`src/rtl/data_loader_if.sv`:
```
// Loader-side bus: UART RX byte stream in, RAM write port and status flags out.
// The master modport is the UART/host side; the slave modport is the loader.
interface data_loader_if #(
  parameter int ADDR_W = 18,
  parameter int DATA_W = 8
);
  logic              start;
  logic              rx_valid;
  logic [DATA_W-1:0] rx_data;
  logic [ADDR_W-1:0] addr;
  logic [DATA_W-1:0] din;
  logic              wen;
  logic              busy;
  logic              fin;
  logic              ovr;
  logic [DATA_W-1:0] csum;

  modport master (
    output start, rx_valid, rx_data,
    input  addr, din, wen, busy, fin, ovr, csum
  );

  modport slave (
    input  start, rx_valid, rx_data,
    output addr, din, wen, busy, fin, ovr, csum
  );
endinterface

```
`src/rtl/data_loader.sv`:
```
// Writes received UART bytes into the image RAM at addresses 0..DEPTH-1, then flags fin.
// Optional running byte checksum on csum when LOADER_CHECKSUM_EN is defined.
module data_loader #(
  parameter int ADDR_W = 18,
  parameter int DATA_W = 8,
  parameter int DEPTH  = 262144
) (
  input logic         clk,
  input logic         rst,
  data_loader_if.slave bus
);

  typedef enum logic [1:0] {IDLE, RECEIVE, WRITE, DONE} state_t;

  localparam logic [ADDR_W-1:0] LAST_ADDR = ADDR_W'(DEPTH - 1);

  state_t            state_reg, state_next;
  logic [ADDR_W-1:0] addr_reg, addr_next;
  logic [DATA_W-1:0] din_reg, din_next;
  logic              wen_reg, wen_next;
  logic              fin_reg, fin_next;
  logic              ovr_reg, ovr_next;

  always_ff @(posedge clk) begin
    if (rst) begin
      state_reg <= IDLE;
      addr_reg  <= '0;
      din_reg   <= '0;
      wen_reg   <= 1'b0;
      fin_reg   <= 1'b0;
      ovr_reg   <= 1'b0;
    end else begin
      state_reg <= state_next;
      addr_reg  <= addr_next;
      din_reg   <= din_next;
      wen_reg   <= wen_next;
      fin_reg   <= fin_next;
      ovr_reg   <= ovr_next;
    end
  end

  always_comb begin
    state_next = state_reg;
    addr_next  = addr_reg;
    din_next   = din_reg;
    wen_next   = 1'b0;
    fin_next   = fin_reg;
    ovr_next   = ovr_reg;
    case (state_reg)
      IDLE: begin
        addr_next = '0;
        if (!bus.start) begin
          fin_next   = 1'b0;
          ovr_next   = 1'b0;
          state_next = RECEIVE;
        end
      end
      RECEIVE: begin
        if (bus.rx_valid) begin
          din_next   = bus.rx_data;
          wen_next   = 1'b1;
          state_next = WRITE;
        end
      end
      WRITE: begin
        // A byte landing here cannot be stored; drop it and remember the loss.
        if (bus.rx_valid) ovr_next = 1'b1;
        if (addr_reg == LAST_ADDR) begin
          fin_next   = 1'b1;
          state_next = DONE;
        end else begin
          addr_next  = addr_reg + 1'b1;
          state_next = RECEIVE;
        end
      end
      DONE: begin
        if (bus.start) state_next = IDLE;
      end
      default: state_next = IDLE;
    endcase
  end

  assign bus.addr = addr_reg;
  assign bus.din  = din_reg;
  assign bus.wen  = wen_reg;
  assign bus.fin  = fin_reg;
  assign bus.ovr  = ovr_reg;
  assign bus.busy = (state_reg == RECEIVE) || (state_reg == WRITE);

`ifdef LOADER_CHECKSUM_EN
  logic [DATA_W-1:0] csum_reg, csum_next;

  always_ff @(posedge clk) begin
    if (rst) csum_reg <= '0;
    else     csum_reg <= csum_next;
  end

  // Accumulate on the same cycle the byte is latched for writing.
  always_comb begin
    csum_next = csum_reg;
    if (state_reg == IDLE && !bus.start)
      csum_next = '0;
    else if (state_reg == RECEIVE && bus.rx_valid)
      csum_next = csum_reg + bus.rx_data;
  end

  assign bus.csum = csum_reg;
`else
  assign bus.csum = '0;
`endif

endmodule

```
`src/flat_wrapper.sv`:
```
// flat-port wrapper written by rule: the top's interface ports become plain ports
module data_loader_flat 
#(
  parameter int ADDR_W = 18,
  parameter int DATA_W = 8,
  parameter int DEPTH  = 262144
)
  (clk, rst, bus_start, bus_rx_valid, bus_rx_data, bus_addr, bus_din, bus_wen, bus_busy, bus_fin, bus_ovr, bus_csum);
  data_loader_if #(.ADDR_W(ADDR_W), .DATA_W(DATA_W)) bus_i ();
  input logic clk;
  input logic rst;
  input wire logic [$bits(bus_i.start)-1:0] bus_start;
  input wire logic [$bits(bus_i.rx_valid)-1:0] bus_rx_valid;
  input wire logic [$bits(bus_i.rx_data)-1:0] bus_rx_data;
  output wire logic [$bits(bus_i.addr)-1:0] bus_addr;
  output wire logic [$bits(bus_i.din)-1:0] bus_din;
  output wire logic [$bits(bus_i.wen)-1:0] bus_wen;
  output wire logic [$bits(bus_i.busy)-1:0] bus_busy;
  output wire logic [$bits(bus_i.fin)-1:0] bus_fin;
  output wire logic [$bits(bus_i.ovr)-1:0] bus_ovr;
  output wire logic [$bits(bus_i.csum)-1:0] bus_csum;
  assign bus_i.start = bus_start;
  assign bus_i.rx_valid = bus_rx_valid;
  assign bus_i.rx_data = bus_rx_data;
  assign bus_addr = bus_i.addr;
  assign bus_din = bus_i.din;
  assign bus_wen = bus_i.wen;
  assign bus_busy = bus_i.busy;
  assign bus_fin = bus_i.fin;
  assign bus_ovr = bus_i.ovr;
  assign bus_csum = bus_i.csum;
  data_loader #(.ADDR_W(ADDR_W), .DATA_W(DATA_W), .DEPTH(DEPTH)) u_core (.clk(clk), .rst(rst), .bus(bus_i));
endmodule
```
`config.mk`:
```
export PLATFORM = sky130hd
export DESIGN_NAME = data_loader_flat
export DESIGN_NICKNAME = d
export VERILOG_FILES = /design/src/rtl/data_loader_if.sv /design/src/rtl/data_loader.sv /design/src/flat_wrapper.sv
export SDC_FILE = /design/constraint.sdc
export NUM_CORES = 1
export LEC_CHECK = 0
export CAP_MARGIN = 10
export CORE_MARGIN = 4
export CORE_UTILIZATION = 50
export DETAILED_ROUTE_END_ITERATION = 16
export GPL_TIMING_DRIVEN = 0
export HOLD_SLACK_MARGIN = 0.12
export PLACE_DENSITY = 0.85
export SETUP_SLACK_MARGIN = 0.05
export SKIP_LAST_GASP = 1
export SLEW_MARGIN = 20
export SYNTH_ARGS = -nofsm -noshare
export SYNTH_HDL_FRONTEND = slang
export SYNTH_SLANG_ARGS = --single-unit
```
`constraint.sdc`:
```
create_clock -name clk -period 2.8 [get_ports clk]
set_input_delay 0.56 -clock clk [delete_from_list [all_inputs] [get_ports clk]]
set_output_delay 0.56 -clock clk [all_outputs]
set_load 0.02 [all_outputs]
```
==> flow_summary.ini <==
[clock_network]
clk_latency_ns = 0.33
cts_tree = yes
cts_resized = 0
cts_sinks = 31
cts_max_path_buffers = 2
numCtsBuffers = 5
ctsHtreeMaxLevel = 2
clk_pin_slew_worst_paths_ns = 0.10
root_buffer = clkbuf_4
post_cts_buffers = 0
ctsHoldBuffers = 0

[global_route]
grt_antenna_before_repair = 0
grt_pass1_wl_um = 6396
grt_max_degree = 11
grt_pass1_vias = 1427
grt_usage = 0.1895
overflow = 0

[timing]
setup_slack_ns = 0.4965
setup_violations = 0
hold_viol_final = 0
fin_skew_ns = 0.01059
setup-tns-final_ns = 0
fin_crit_ns = 2.304
hold_ws_ns = 0.4631
slew_viol_final = 0
rsz0062_at_grt = no
period_share = 0.8227
fmax_mhz = 434.1

[detailed_routing]
wl_met1_um = 1666
vias_per_cell = 5.445
top_layer = met4
drt_first_pass_iters = 4
drcViolationCount = 0
wl_met3_um = 340
ant_nets = 0
wire_per_inst_um = 13.19
wl_um = 3944
vias = 1628
route.met2.wl_um = 1848
drt_iter0_drc = 69

[synth]
yosys-top-cells-count = dfxtp_1, nor2_1, nand2_1, nand3_1, a21oi_1
ys_async_sr_fraction = 0
ys.flop_type = dfxtp_1
synthCells = 199
seq_area_frac_synth = 0.3778
synthDistinctLibCells = 37
syn_area_per_cell_sq_um = 8.255
yosysTopAreaCellShare = 0.3778
synth_top_area_cell = dfxtp_1
synth.most_common_cell = dfxtp_1
ys_ff_latch = 31
synth_edf_count = 0
ys.warnings.count = 0
synth_area_leaders = dfxtp_1, nand3_1, nor2_1, a21oi_1, ha_1
synth.cell_area_sq_um = 1643

[die]
num_rows = 20
die_w_um = 65.32
start_util = 0.5294
die_area_sq_um = 4267
ios = 50
core-area_sq_um = 3103
die_h_um = 65.32

[place]
hpwl_um = 2891
preCtsSetupSlack_ns = 0.7919
place_inst = 291
routabilityCongestion = 0.8557
port_buffers = 41

[power_and_ir_drop]
ir_drop_v = 0.0005599
powerDensity_nw_per_um2 = 638.6
p_leak_nw = 0.8187

[setup_path]
worstPathRequired_ns = 2.24
cpMaxStageDelayCell = clkdlybuf4s50_1
end_kind = output pin
timing.rr.start = u_core.bus.addr[0]$_SDFFE_PP0P_
crit_path_start_kind = flip-flop
path_class = reg2out
cp_slowest_stage_delay_ns = 0.60
startpoint = u_core.state_reg[1]$_SDFFE_PP0P_
crit_chain = inv_1 > ha_1 > clkdlybuf4s50_1
critPathArrivalTime_ns = 1.74
crit_fanout = 5

[flow_run]
max-cap-violations = 0

[cells_and_area]
drive_above_1_share = 0.09412
num_antenna_cells = 0
syn2layout_area_growth_pct = 35.19
postLayoutCoreUtil = 0.7157
stdcell_count = 299
fin_nets = 272
largest_reg_flops = 18

[hold_path]
min_from = u_core.bus.din[1]$_SDFFE_PP0P_
hold_path_class = reg2reg

[run_status]
outcome = complete, no violations
[power by group]
| group | total [W] | internal [W] | switching [W] |
|---|---|---|---|
| Sequential | 0.000510 | 0.000478 | 0.0000322 |
| Combinational | 0.000538 | 0.000209 | 0.000329 |
| Clock | 0.000371 | 0.000211 | 0.000160 |
[per-stage QoR]
step / total power (W) / area (sq um)
4_1_cts: 0.001424 / 2221
5_1_grt: 0.001501 / 2221
6_report: 0.001418 / 2221
3_5_place_dp: 0.001047 / 2135
3_3_place_gp: 0.001038 / 2135
2_1_floorplan: 0.0008793 / 1669
[cells by family (layout without fill, tap and decap cells)]
logic type / after synthesis / in the layout / share of synthesized area
AO/OA/AOI/OAI: 51 / 51 / 0.2018
XOR/XNOR: 7 / 7 / 0.03732
adder cells (fa/ha/maj): 6 / 6 / 0.04570
buffers and inverters: 26 / 75 / 0.09139
flip-flops: 31 / 31 / 0.3778
multiplexers: 2 / 2 / 0.01219
other: 1 / 8 / 0.002283
AND/OR/NAND/NOR: 75 / 75 / 0.2315
[worst paths after layout]
kind | depth (start not counted) | end | slack, ns
max | 3 | bus_busy | 0.50
min | 2 | u_core.bus.din[1]$_SDFFE_PP0P_ | 0.46
max reg2reg | 7 | u_core.bus.addr[4]$_SDFFE_PP0P_ | 0.73
min reg2reg | 2 | u_core.bus.din[1]$_SDFFE_PP0P_ | 0.46
[placed cells by master, fill, tap and decap left out, types with 8 or more instances in the layout]
| cell type | n |
|---|---|
| nand2_1 | 18 |
| clkdlybuf4s50_1 | 41 |
| conb_1 | 8 |
| dfxtp_1 | 31 |
| nand3_1 | 16 |
| inv_1 | 9 |
| buf_4 | 9 |
| nor2_1 | 21 |
| a21oi_1 | 15 |
| o21ai_0 | 11 |
[per-layer routing]
layer  vias up  track usage
met2        66       0.3072
met5         -            0
li1        811            -
met1       740       0.2386
met4         0      0.06736
met3        11      0.05470
[critical path, delay by kind of cell (launching register included)]
kind                     cells  cell delay, ns
adder cells (fa/ha/maj)      1            0.29
buffers and inverters        2            0.71
flip-flops                   1            0.42
[layout make-up]
class                           instances  area [sq um]
Multi-Input combinational cell        149         898.4
Fill cell                             260         882.1
Sequential cell                        31         620.6
Timing Repair Buffer                   41         410.4
Buffer                                 17         116.4
Tap cell                               44         55.05
Clock buffer                            6         51.30
Clock inverter                          2         35.03
Inverter                                9         33.78
No activity file was read; power rests on OpenSTA's default activity.
